<file path="config.mk">
export PLATFORM = sky130hd
export DESIGN_NAME = shift_sequencer
export DESIGN_NICKNAME = d
export VERILOG_FILES = /design/src/rtl/shift_sequencer.sv
export SDC_FILE = /design/constraint.sdc
export NUM_CORES = 1
export LEC_CHECK = 0
export BUFFER_PORTS_ARGS = -buffer_cell sky130_fd_sc_hd__buf_4
export CAP_MARGIN = 20
export CORE_MARGIN = 1
export CORE_UTILIZATION = 38
export CTS_BUF_LIST = sky130_fd_sc_hd__clkbuf_8
export CTS_CLUSTER_DIAMETER = 80
export DETAILED_ROUTE_END_ITERATION = 6
export HOLD_SLACK_MARGIN = 0.05
export PLACE_DENSITY_LB_ADDON = 0.08
export SYNTH_ARGS = -nofsm -noshare
export SYNTH_HDL_FRONTEND = slang
export SYNTH_SLANG_ARGS = --single-unit
export TNS_END_PERCENT = 30
</file>
<file path="constraint.sdc">
create_clock -name clk -period 2.99 [get_ports clk]
set_input_delay 0 -clock clk [delete_from_list [all_inputs] [get_ports clk]]
set_output_delay 0 -clock clk [all_outputs]
set_load 0.05 [all_outputs]
</file>
<file path="src/rtl/shift_sequencer.sv">
// Counted shift/rotate sequencer: steps the combinational ALU one bit per cycle for N = masked count.
// Latency N+1 cycles from accept to complete; start is ignored while busy. Optional: SHIFT_SEQ_COUNT_MASK_EN.
`ifndef MC_ALUOp_t_BITS
`define MC_ALUOp_t_BITS 5
`endif

module shift_sequencer (
  input  logic                          clk,
  input  logic                          reset,
  input  logic                          start,
  input  logic [`MC_ALUOp_t_BITS-1:0]   shift_op,
  input  logic                          is_8_bit,
  input  logic [15:0]                   operand,
  input  logic [7:0]                    count,
  input  logic [15:0]                   flags_in,
  output logic [15:0]                   alu_a,
  output logic [15:0]                   alu_b,
  output logic [`MC_ALUOp_t_BITS-1:0]   alu_op,
  output logic                          alu_is_8_bit,
  output logic [15:0]                   alu_flags_in,
  input  logic [15:0]                   alu_out,
  input  logic [15:0]                   alu_flags_out,
  output logic [15:0]                   result,
  output logic [15:0]                   flags_out,
  output logic                          busy,
  output logic                          complete
);

  localparam logic [`MC_ALUOp_t_BITS-1:0] ALUOP_SELA = '0;

`ifdef SHIFT_SEQ_COUNT_MASK_EN
  localparam int RW = 5;
  logic [RW-1:0] masked_count;
  assign masked_count = count[4:0];
`else
  localparam int RW = 8;
  logic [RW-1:0] masked_count;
  assign masked_count = count;
`endif

  typedef enum logic [1:0] {
    ST_IDLE  = 2'd0,
    ST_SHIFT = 2'd1,
    ST_DONE  = 2'd2
  } state_t;

  state_t                        state_q, state_d;
  logic [15:0]                   acc_q, acc_d;
  logic [15:0]                   flag_acc_q, flag_acc_d;
  logic [`MC_ALUOp_t_BITS-1:0]   op_q, op_d;
  logic                          is8_q, is8_d;
  logic [RW-1:0]                 rem_q, rem_d;

  always_ff @(posedge clk or posedge reset) begin
    if (reset) begin
      state_q    <= ST_IDLE;
      acc_q      <= 16'h0000;
      flag_acc_q <= 16'h0000;
      op_q       <= ALUOP_SELA;
      is8_q      <= 1'b0;
      rem_q      <= '0;
    end else begin
      state_q    <= state_d;
      acc_q      <= acc_d;
      flag_acc_q <= flag_acc_d;
      op_q       <= op_d;
      is8_q      <= is8_d;
      rem_q      <= rem_d;
    end
  end

  always_comb begin
    state_d    = state_q;
    acc_d      = acc_q;
    flag_acc_d = flag_acc_q;
    op_d       = op_q;
    is8_d      = is8_q;
    rem_d      = rem_q;
    unique case (state_q)
      ST_IDLE: begin
        if (start) begin
          acc_d      = operand;
          flag_acc_d = flags_in;
          op_d       = shift_op;
          is8_d      = is_8_bit;
          rem_d      = masked_count;
          // A zero count skips the ALU entirely so operand and flags pass through untouched.
          state_d    = (masked_count == '0) ? ST_DONE : ST_SHIFT;
        end
      end
      ST_SHIFT: begin
        acc_d      = alu_out;
        flag_acc_d = alu_flags_out;
        rem_d      = rem_q - 1'b1;
        if (rem_q == RW'(1)) state_d = ST_DONE;
      end
      ST_DONE: state_d = ST_IDLE;
      default: state_d = ST_IDLE;
    endcase
  end

  assign alu_a        = acc_q;
  assign alu_b        = (state_q == ST_SHIFT) ? 16'd1 : 16'd0;
  assign alu_op       = (state_q == ST_SHIFT) ? op_q : ALUOP_SELA;
  assign alu_is_8_bit = is8_q;
  assign alu_flags_in = flag_acc_q;
  // Accumulators only change on accept or while shifting, so results hold after DONE.
  assign result       = acc_q;
  assign flags_out    = flag_acc_q;
  assign busy         = (state_q != ST_IDLE);
  assign complete     = (state_q == ST_DONE);

endmodule

</file>
**After elaboration in Yosys (flattened, before gate mapping)**

Cells that the tools add are included.

- Bits in writable memories: 0
- Bits in latches: 0
- ROM bits: 0
- Memories kept: 0
- Output and inout bits: 88
- Bits in registers: 48
- Word-level logic and storage cells: 31

- Reduce and logical (&&, ||, !) cells: 7
- Add/sub/neg operators: 1
- $lt $le $gt $ge: 0
- Eq/ne operators: 5
- Shift-type cells: 0
- Bitwise gates (word level): 0
- Divide/modulo/power cells: 0
- Multiply operators: 0
- Mux-type cells: 12

Operators by type and width:

| operator | number |
|---|---|
| one-hot mux 16 bit (2 select lines) | 2 |
| two-way mux 16 bit | 2 |
| one-hot mux 8 bit (2 select lines) | 1 |
| equality test 8 x 1 -> 1 bit (second input constant) | 1 |
| zero test 8 bit | 1 |
| two-way mux 8 bit | 1 |
| subtractor 8 x 1 -> 8 bit (second input constant) | 1 |
| two-way mux 2 bit | 3 |
| AND reduction 2 bit | 3 |
| two-way mux 5 bit | 1 |
| inequality test 2 bit (second input constant) | 2 |
| one-hot mux 2 bit (2 select lines) | 1 |
| nonzero test 2 bit | 2 |
| equality test 2 x 1 -> 1 bit (second input constant) | 1 |
| equality test 2 bit (second input constant) | 1 |
| zero test 2 bit | 1 |
| two-way mux 1 bit | 1 |

**Longest topological paths before layout**

Gate-level depths: netlist of the first run.

- Word-level depth: 4
- Depth in mapped cells: 6

**Worst setup path after synthesis of the first run**

No wires, ideal clock.

- Path type: register to output
- From: reg state_q[1]
- To: out alu_op[0]
- Slack: 1.448 ns
- Stages on the path, launching flop included: 6
- Arrival time: 1.542 ns
- Cell sequence: dfrtp_1 -> nand2b_1 -> buf_2 -> inv_2 -> buf_2 -> and2_1

- Longest elaborated chain between the ends: 2

Ends and longest elaborated chain:

| what | RTL line | source |
|---|---|---|
| from (decl) | 47 | `state_t state_q, state_d;` |
| from (signal assigned) | 63 | `state_q <= state_d;` |
| equality test 2 x 1 -> 1 bit | 104 | `assign alu_op = (state_q == ST_SHIFT) ? op_q : ALUOP_SELA;` |
| two-way mux 5 bit | 104 |  |
| to (decl) | 18 | `` output logic [`MC_ALUOp_t_BITS-1:0] alu_op, `` |

Every way passes these cells.

**Worst setup path after layout of the first run**

- From: reg state_q[0]
- To: reg flag_acc_q[10], in the netlist alu_flags_in[10]

- Longest elaborated chain between the ends: 3
- Elaborated cells on any way between the ends: 6
- Classes of those cells: eq/ne: 2; mux: 1; reduce/logical: 3

Ends and longest elaborated chain:

| what | RTL line | source |
|---|---|---|
| equality test 2 x 1 -> 1 bit / zero test 2 bit (equally long branches) | 79 | `unique case (state_q)` |
| nonzero test 2 bit (no source line) / inequality test 2 bit (equally long branches) | - |  |
| AND reduction 2 bit (no source line) | - |  |
| to (signal assigned) | 65 | `flag_acc_q <= flag_acc_d;` |
| to (decl) | 49 | `logic [15:0] flag_acc_q, flag_acc_d;` |

Parallel ways exist; a longest one is shown, timed or not.
A chain may end at the register's enable or synchronous reset.

==> results of run 1 <==
[worst max-delay path by stage]
stage	startpoint	end	slack, ns	cells past startpoint
floorplan	state_q[1]	alu_op[0]	1.45	5
global placement	state_q[0]	rem_q[6]	0.96	5
detailed placement	state_q[0]	rem_q[6]	0.91	5
CTS	state_q[0]	alu_flags_in[11]	0.36	6
global route	state_q[0]	alu_flags_in[9]	0.13	6
finish	state_q[0]	alu_flags_in[10]	0.36	6
[registers in the layout, indices dropped and copies added (netlist names)]
signal / cells
alu_a: 16
alu_flags_in: 16
rem_q: 8
op_q: 5
state_q: 2
alu_is_8_bit: 1
[layout make-up]
class / count / area [um^2] / area share, %
clock buffers: 6 / 82.58 / 1.807
clock inverters: 2 / 38.79 / 0.8486
inverters: 7 / 26.28 / 0.5749
multi-input cells: 209 / 1097 / 24.01
flip-flops and latches: 48 / 1201 / 26.28
well taps: 96 / 120.1 / 2.628
repair buffers: 237 / 2004 / 43.85
[cell usage after synthesis, drive strengths merged, types with 2 or more instances]
library cell	number	area share (%)
buf	58	15
ha	2	0.93
nor2	39	6.0
a21oi	8	1.5
a2bb2oi	4	1.3
and2	5	1.2
mux2	6	2.5
or4	2	0.56
nand2	70	9.7
or2	2	0.46
o22ai	3	0.70
nand2b	3	0.70
inv	7	0.97
nor3	3	0.97
a31oi	32	7.4
a211oi	2	0.56
clkbuf	7	0.97
dfrtp	48	45
[layer usage]
metal	track usage, %	routed length, um	part of all wire [%]	up-vias
li1	-	-	-	1373
met1	25.18	3360	42	1302
met2	38.89	3978	50	111
met3	4.762	555	7.0	4
met4	5.000	56	0.70	0
met5	0	0	0	-
[stage by stage]
step	power, mW	hold slack, ns	instance area (um^2)	cells
CTS	4.165	0.4532	4551	604
detailed placement	3.425	0.2397	3628	516
finish	4.160	0.1330	4571	605
global route	4.375	0.1272	4571	605
floorplan	2.909	0.1365	2751	329
global placement	3.411	0.2336	3628	516
[power groups by stage]
stage,sequential [mW],combinational (mW),clock [mW]
2_1_floorplan,1.51,1.40,0
3_3_place_gp,1.10,2.32,0
3_5_place_dp,1.10,2.33,0
4_1_cts,1.09,2.56,0.515
5_1_grt,1.12,2.71,0.544
6_report,1.09,2.57,0.501
[cell families after synthesis]
| logic type | after synthesis |
|---|---|
| AOI/OAI and AO/OA | 52 |
| xor gates and xnor gates | 1 |
| adders and majority gates | 2 |
| buffers and inverters | 72 |
| DFF | 48 |
| muxes | 7 |
| other | 1 |
| and+or+nand+nor | 132 |
[tightest hold or removal path, stage by stage]
cell and delay (ns):
dlygate4sd3_1 0.53, buf_4 0.13, inv_2 0.12
==> impl_results.md, run 1 <==
- WL final: a little under 8000 um
- Hpwl dp: ~4900 um
- Share of cells above drive strength 1: 35.36%
- Vias in the first global route: between 2000 and 3000
- Initial antenna violation count: 0
- Synth Area in Simple Gates: 21.84%
- Routed Antenna Nets: 0
- Max-slew headroom: between 40% and 50%
- Final Cycle Share: between 80% and 90%
- Adder-Cell Fraction of Synth Area: less than 1%
- Setup TNS Final: 0 ns
- Max-cap violations: 0
- I/O pin count: about 170
- Starting Density: approximately two fifths
- Via/cell ratio: between 4 and 5
- Post-synth ARST share: 100.0%
- Pre-CTS WS: 0.9133 ns
- #FFs+latches synth: 48
- Fill count: 594
- Final worst setup slack: 0.3626 ns
- ANT cells: 0
- Seq/Total Area, Yosys: between 40% and 50%
- Sequential power share: between 20% and 30%
- FF-to-FF Start: state_q[0]
- Commonest non-fill, non-tap cell in the layout: buf_4
- CP max stage delay: about 0.8 ns
- Post-Synthesis Cells: ~320
- Yosys cell types: 36
- Critical path's most frequent cell: nor2_1
- Port Buffer Count: ~150
- FF-to-FF path depth: 6
- First-pass GRT wire length: around 12000 um
- GRT Residual Overflow: 0
- Xor and xnor area share after synthesis: less than 1%
- Gate power share: 61.7%
- Synth Area in Compound Gates: between 10 and 15%
- Yosys warnings: 0
- Outcome: complete, no violations
- Actual slew at the worst max-slew pin: around 0.75 ns
- Reg2reg end: alu_flags_in[10]
- Pleak: 2.231 nW
- Power Internal: about 2.1 mW
- Fmax: around 0.38 GHz
- Syn Area/Cell: approximately 8.6 um^2
- Clock power frac: 12.0%
- Hold WC Path Type: in2async
- Pwr dens: between 900 and 1000 nW/um^2
- Critical Path AT: 2.87 ns
- Die W: approximately 86 um
- TritonCTS clock tree: done
- # clock sinks: 48
- Core Area: 6832 um^2
- Synthesized area: approximately 2700 um^2
- Worst-path cell chain: nor2_1, nor2_4, buf_4, nor2_1, a31oi_1, dlygate4sd3_1
- Largest net degree at the start of global routing: about 50
- CP endpoint kind: register
- Mux contribution to synthesized area: under 10%
- DRC viols: 0
- Post-layout nets: between 500 and 600
- Final Hold Fails: 0
- RSZ-0062 raised after global routing: false
- Initial drt markers: ~140
- Vias: 2790
- Row count: 30
- Resize count post-CTS: 0
- Crit-path slowest cell: dfrtp_1
- Clock buffer depth: 2
- P_sw: around 2.1 mW
- Reg clk slew, reported paths: ~0.090 ns
- Cts hold-fix bufs: 80
- Crit Path Max Fanout: 25
- Wirelength per Cell: around 13 um
- WP buf/inv: 2
- Die area: around 7400 um^2
- Crit path launch type: register
- Top delay family on crit path: buffers and inverters
- Clock root buffer: clkbuf_8
- Switching fraction of total power: about half
- Top FF cell, synth: dfrtp_1
- CTS Buf Count: 5
- Min Clock Period, post-route: 2.627 ns
- Number of flops mapped to enable cells by yosys: 0
- Post-CTS setup buffer count: 0
- Final core utilization: ~67%
- Critical path class: reg2reg
- Skew-Pair Late Insertion Delay: around 0.3 ns
- H-tree depth: 2
- Layout area overhead: 69.36%
- DR pass1 iterations: 4
- Max Slew Vio Count: 0
- Finish-stage setup viols: 0
- IR Drop Worst-Case VDD: 0.5227 mV
- Gpl congestion: 0.7673
- Most frequent cells in the layout: buf_4, dlygate4sd3_1, nand2_1
- Worst path required time: about 3.2 ns
- R2r setup slk: between 0.3 and 0.4 ns
- Combinational family with the most area after synthesis: simple AND/OR/NAND/NOR gates
- Tot GR Track Use: 21.22%
- Clock skew: roughly 0.011 ns
- Die Y-Extent: about 86 um
(Power assumes the default switching activity.)
==> run 2, diff against run 1 <==
==> constraint.sdc (replaced) <==
create_clock -name clk -period 2.99 [get_ports clk]
set_input_delay 0.299 -clock clk [delete_from_list [all_inputs] [get_ports clk]]
set_output_delay 0.299 -clock clk [all_outputs]
set_load 0.05 [all_outputs]
==> run 2 against run 1 <==
Against the previous run:
- global-route usage is 3.0 points lower
- sequential cell count unchanged
- total power decreased by 8.2%
- setup slack improved by 0.28 ns
- register-to-register slack improved by 0.57 ns
- die area did not move
- count of clock-buffer cells in the layout unchanged
- worst hold slack better by 0.091 ns
- cell count down 13%
- utilization shrank 12 points
- critical path type is now reg2out
- highest routed layer unchanged
==> impl_results.md, run 2 (synthesis results as in run 1) <==
- Gate power share: 60.7% (-1.0 points)
- RSZ-0062 raised after global routing: false
- Initial antenna violation count: 0 (unchanged)
- Max-slew headroom: 54.66% (+4.7 points)
- Max-cap violations: 0 (unchanged)
- # clock sinks: 48 (unchanged)
- Gpl congestion: 0.8412 (+9.6%)
- Post-placement cell area: 3628 um^2 (unchanged)
- CTS Buf Count: 5 (unchanged)
- Top Usage Layer GRT: met2
- M1 GR Usage: 24.24% (-0.94 points)
- Reg clk slew, reported paths: 0.09 ns (about the same)
- Initial drt markers: 71 (-49%)
- First-pass GRT wire length: 10500 um (-15%)
- Final Cycle Share: 78.47% (-9.4 points)
- Pleak: 1.882 nW (-16%)
- Crit path launch type: register
- Via/cell ratio: 4.603 (-0.19%)
- Row count: 30 (unchanged)
- Final Hold Fails: 0 (unchanged)
- Clock root buffer: clkbuf_8
- Wirelength per Cell: 13.15 um (about the same)
- Crit-path slowest cell: dfrtp_1
- Final instance area: 3756 um^2 (-18%)
- Actual slew at the worst max-slew pin: 0.6801 ns (-0.06993 ns)
- Die Y-Extent: 86.28 um (unchanged)
- Crit Path Max Fanout: 24 (-4.0%)
- Sequential power share: 28.5% (+2.3 points)
- Max Slew Vio Count: 0 (unchanged)
- ANT cells: 0 (unchanged)
- Layout area overhead: 39.17%
- Routed Antenna Nets: 0 (unchanged)
- Skew-Pair Late Insertion Delay: 0.30 ns (about the same)
- Fill count: 643 (+8.2%)
- Share of cells above drive strength 1: 41.86% (+6.5 points)
- I/O pin count: 169 (unchanged)
- Core Area: 6832 um^2 (unchanged)
- Critical path class: reg2out
- CP max stage delay: 0.79 ns (about the same)
- Commonest non-fill, non-tap cell in the layout: buf_4
- DR pass1 iterations: 4 (unchanged)
- Worst path required time: 2.69 ns (-0.54 ns)
- Setup TNS Final: 0 ns (unchanged)
- WL final: 6915 um (-13%)
- Hpwl dp: 4937 um (+1.7%)
- Largest net degree at the start of global routing: 67 (+37%)
- Hold WC Path Type: in2reg
- Post-layout nets: 512 (-13%)
- Top delay family on crit path: flip-flops
- Pwr dens: 1017 nW/um^2 (+12%)
- IR Drop Worst-Case VDD: 0.6793 mV (+30%)
- GRT Residual Overflow: 0 (unchanged)
- Critical Path AT: 2.05 ns (-0.82 ns)
- Met3 usage: 5.619% (+0.86 points)
- Die W: 86.28 um (unchanged)
- Clock skew: 0.005370 ns (-0.005305 ns)
- Clock buffer depth: 2 (unchanged)
- WP buf/inv: 2 (unchanged)
- Worst-path cell chain: nand2b_1, inv_2, and2_1, buf_4
- Worst Setup SP: state_q[0]
- Post-CTS setup buffer count: 0 (unchanged)
- Power Internal: 1.797 mW (-14%)
- Finish-stage setup viols: 0 (unchanged)
- Die area: 7443 um^2 (unchanged)
- P_sw: 2.024 mW (-2.7%)
- Min Clock Period, post-route: 2.346 ns (-0.2810 ns)
- Tot GR Track Use: 18.22% (-3.0 points)
- Vias: 2421 (-13%)
- Outcome: complete, no violations
- H-tree depth: 2 (unchanged)
- Hold Slack: 0.2243 ns (+0.09133 ns)
- Switching fraction of total power: 52.97% (+3.0 points)
- DRC viols: 0 (unchanged)
- Most frequent cells in the layout: buf_4, nand2_1, dfrtp_1
- TritonCTS clock tree: done
- Worst Hold Launch: shift_op[4]
- Clock power frac: 10.8% (-1.2 points)
- FF-to-FF Start: state_q[0]
- Met2 Track Usage GR: 29.22% (-9.7 points)
- Port Buffer Count: 153 (unchanged)
- Fmax: 0.4262 GHz (+12%)
- Vias in the first global route: 2201 (-16%)
- Starting Density: 39.51% (unchanged)
- CP endpoint kind: output port
run 2: changes by cell type in the layout (fill, tap and decap cells not counted), sizes merged:
cell,before,now
clkinvlp,0,2
dlygate4sd3,80,1
clkinv,1,0
bufinv,1,0
run 2: cell type report:
type	instances	area (um^2)	share of cell area (%)
sequential	48	1201	31.98
tap	96	120.1	3.198
timing repair buffer	158	1214	32.31
multi-input combinational	209	1097	29.21
inverter	7	26.28	0.6995
clock buffer	6	82.58	2.199
clock inverter	2	15.01	0.3997
run 2: what timing repair did:
item / CTS / global route
resized for setup: 0 / 0
hold buffers: 0 / 1
hold endpoints to repair: 0 / 11
run 2: power groups by stage:
| stage | Sequential [mW] | Combinational [mW] | Clock, mW |
|---|---|---|---|
| floorplan | 1.51 | 1.40 | 0 |
| global placement | 1.10 | 2.31 | 0 |
| detailed placement | 1.10 | 2.33 | 0 |
| CTS | 1.09 | 2.33 | 0.436 |
| global route | 1.13 | 2.45 | 0.459 |
| finish | 1.09 | 2.32 | 0.413 |
run 2: metal layers:
metal,up-vias,routed length (um)
met1,1092,3052
met3,4,594
met4,0,45
met2,114,3222
met5,-,0
li1,1211,-
run 2: per-stage QoR:
stage,cells,utilization [%],setup slack [ns],power [mW]
after floorplan,329,-,1.149,2.909
after global placement,516,53.11,0.9790,3.407
after detailed placement,516,53.11,0.9407,3.432
after CTS,524,54.54,0.6413,3.858
after global routing,526,54.98,0.4542,4.032
final,526,54.98,0.6436,3.820
run 2: path summary, 6_finish.rpt:
kind                                   end  slack (ns)  cells after the start
hold / removal                     op_q[4]        0.22                      2
min in group asynchronous  alu_flags_in[1]        0.50                      3
setup / recovery                 alu_op[4]        0.64                      4
max in group asynchronous  alu_flags_in[2]        2.00                      4
setup reg to reg                   op_q[3]        0.93                      4
hold reg to reg                    op_q[4]        0.51                      1
run 2: worst register-to-register path, delay by kind of cell, from the launching register on:
family / cells / cell delay (ns)
flip-flops: 1 / 0.79
multiplexers: 1 / 0.35
AND/OR/NAND/NOR: 3 / 0.81
==> run 3, diff against run 2 <==
==> constraint.sdc (replaced) <==
create_clock -name clk -period 2.33 [get_ports clk]
set_input_delay 0.233 -clock clk [delete_from_list [all_inputs] [get_ports clk]]
set_output_delay 0.233 -clock clk [all_outputs]
set_load 0.05 [all_outputs]
==> run 3 against run 2 <==
Against the previous run:
- combinational power grew 29%
- critical path depth is the same
- sequential power grew 27%
- wire length grew 2.4%
- cell count grew 0.19%
- critical endpoint is now alu_op[1]
- largest cell class unchanged
- count of clock-buffer cells in the layout is the same
- clock skew grew 0.00065 ns
- register-to-register slack lost 0.27 ns
- sequential cell count is the same
- via count grew 0.50%
==> impl_results.md, run 3 (synthesis results as in run 1) <==
- Die W: 86.28 um (unchanged)
- Via/cell ratio: 4.617 (+0.30%)
- Final Hold Fails: 0 (unchanged)
- Die Y-Extent: 86.28 um (unchanged)
- Area of the multi-input gates: 1097 um^2 (unchanged)
- DR pass1 iterations: 5 (+1)
- Routed met1 length: 3076 um (+0.79%)
- Post-CTS setup buffer count: 0 (unchanged)
- Outcome: complete, no violations
- Fill count: 663 (+3.1%)
- Initial antenna violation count: 0 (unchanged)
- Reg2reg end: rem_q[6]
- First-pass GRT wire length: 10830 um (+3.2%)
- Layout area overhead: 38.62%
- Cts hold-fix bufs: 0 (unchanged)
- Met3 routed WL: 555 um (-6.6%)
- Share of cells above drive strength 1: 41.76% (-0.097 points)
- CP endpoint kind: output port
- Top layer in use: met4
- Tot GR Track Use: 18.74% (+0.52 points)
- Cells after DPL: 519 (+0.58%)
- FF-to-FF Start: rem_q[0]
- Met2 wire len: 3418 um (+6.1%)
- Max-cap violations: 0 (unchanged)
- ANT cells: 0 (unchanged)
- Critical Path AT: 1.73 ns (-0.32 ns)
- Critical path class: reg2out
- Largest net degree at the start of global routing: 62 (-7.5%)
- Pleak: 1.893 nW (+0.56%)
- GRT Residual Overflow: 0 (unchanged)
- Hpwl dp: 5147 um (+4.3%)
- Resize count post-CTS: 0 (unchanged)
- Worst path required time: 2.10 ns (-0.59 ns)
- Most frequent cells in the layout: buf_4, nand2_1, dfrtp_1
- Post-layout nets: 513 (+0.20%)
- Gpl congestion: 0.7314 (-13%)
- Max-slew headroom: 47.05% (-7.6 points)
- Post-Layout Cell Count: 527 (+0.19%)
- WL final: 7079 um (+2.4%)
- Pwr dens: 1306 nW/um^2 (+28%)
- Vias: 2433 (+0.50%)
- R2r setup slk: 0.66 ns (-0.27 ns)
- Skew-Pair Late Insertion Delay: 0.30 ns (about the same)
- Port Buffer Count: 153 (unchanged)
- Max Slew Vio Count: 0 (unchanged)
- Wirelength per Cell: 13.43 um (+2.2%)
- Crit path launch type: register
- Actual slew at the worst max-slew pin: 0.7930 ns (+0.1129 ns)
- Clock root buffer: clkbuf_8
- Register area: 1201 um^2 (unchanged)
- Vias in the first global route: 2255 (+2.5%)
- CP Capture Point: alu_op[1]
- Initial drt markers: 100 (+41%)
- Min Clock Period, post-route: 1.959 ns
- Hold WC Path Type: in2async
- H-tree depth: 2 (unchanged)
- Hold Slack: 0.08278 ns (-0.1415 ns)
- DRC viols: 0 (unchanged)
- Core Area: 6832 um^2 (unchanged)
- IR Drop Worst-Case VDD: 0.6130 mV (-9.8%)
- # clock sinks: 48 (unchanged)
- TritonCTS clock tree: done
- Worst Setup SP: state_q[1]
- Setup TNS Final: 0 ns (unchanged)
- Die area: 7443 um^2 (unchanged)
- CTS Buf Count: 5 (unchanged)
- Final Cycle Share: around 84%
- Starting Density: 39.51% (unchanged)
- Row count: 30 (unchanged)
- RSZ-0062 raised after global routing: false
- Crit Path Max Fanout: 26 (+8.3%)
- Commonest non-fill, non-tap cell in the layout: buf_4
- Fmax: between 0.5 and 0.6 GHz
- Clock skew: 0.006017 ns (+0.0006462 ns)
- Finish-stage setup viols: 0 (unchanged)
- I/O pin count: 169 (unchanged)
- Clock buffer depth: 2 (unchanged)
- FF-to-FF path depth: 6 (+2)
- Routed Antenna Nets: 0 (unchanged)
- Reg clk slew, reported paths: 0.09 ns (about the same)
[run 3: cell types whose count changed in the layout (fill, tap and decap cells not counted)]
cell / change
clkinvlp_4: -2
dlygate4sd3_1: -1
buf_4: +3
inv_1: +2
buf_12: -1
[run 3: layout make-up]
class | count | share of cell area (%)
well taps | 96 | 3.211
inverters | 7 | 0.7023
clock inverters | 2 | 0.2007
flip-flops and latches | 48 | 32.11
clock buffers | 6 | 2.207
repair buffers | 159 | 32.24
multi-input cells | 209 | 29.33
[run 3: where the power goes]
group	switching, mW	internal, mW	leakage, nW
Combinational	2.05	0.944	1.28
Sequential	0.261	1.12	0.556
Clock	0.279	0.234	0.0538
Total	2.59	2.30	1.89
[run 3: how the worst min path moves through the flow]
| stage | startpoint | end | slack (ns) | depth (start not counted) |
|---|---|---|---|---|
| floorplan | count[7] | rem_q[7] | 0.37 | 2 |
| global placement | reset | alu_flags_in[3] | 0.44 | 2 |
| detailed placement | reset | alu_flags_in[7] | 0.43 | 2 |
| CTS | reset | alu_a[12] | 0.10 | 2 |
| global route | is_8_bit | alu_is_8_bit | 0.15 | 2 |
| finish | reset | alu_a[7] | 0.08 | 2 |
[run 3: per-stage QoR]
stage	setup WS, ns	util (%)	instance area, um^2	power, mW
global route	0.2589	54.76	3741	5.145
finish	0.3714	54.76	3741	4.888
global placement	0.7110	53.44	3651	4.369
CTS	0.3530	54.76	3741	4.925
floorplan	0.5551	-	2751	3.732
detailed placement	0.6730	53.44	3651	4.405
[run 3: per-layer routing]
layer | GRT usage (%) | up-vias
met5 | 0 | -
met4 | 4.545 | 0
met3 | 4.952 | 2
met2 | 31.31 | 101
met1 | 24.27 | 1115
li1 | - | 1215
[run 3: critical path, stage by stage, from the launching register on]
cell and delay [ns]:
dfrtp_1 0.45, nand2b_1 0.20, inv_2 0.38, and2_1 0.20, buf_4 0.19
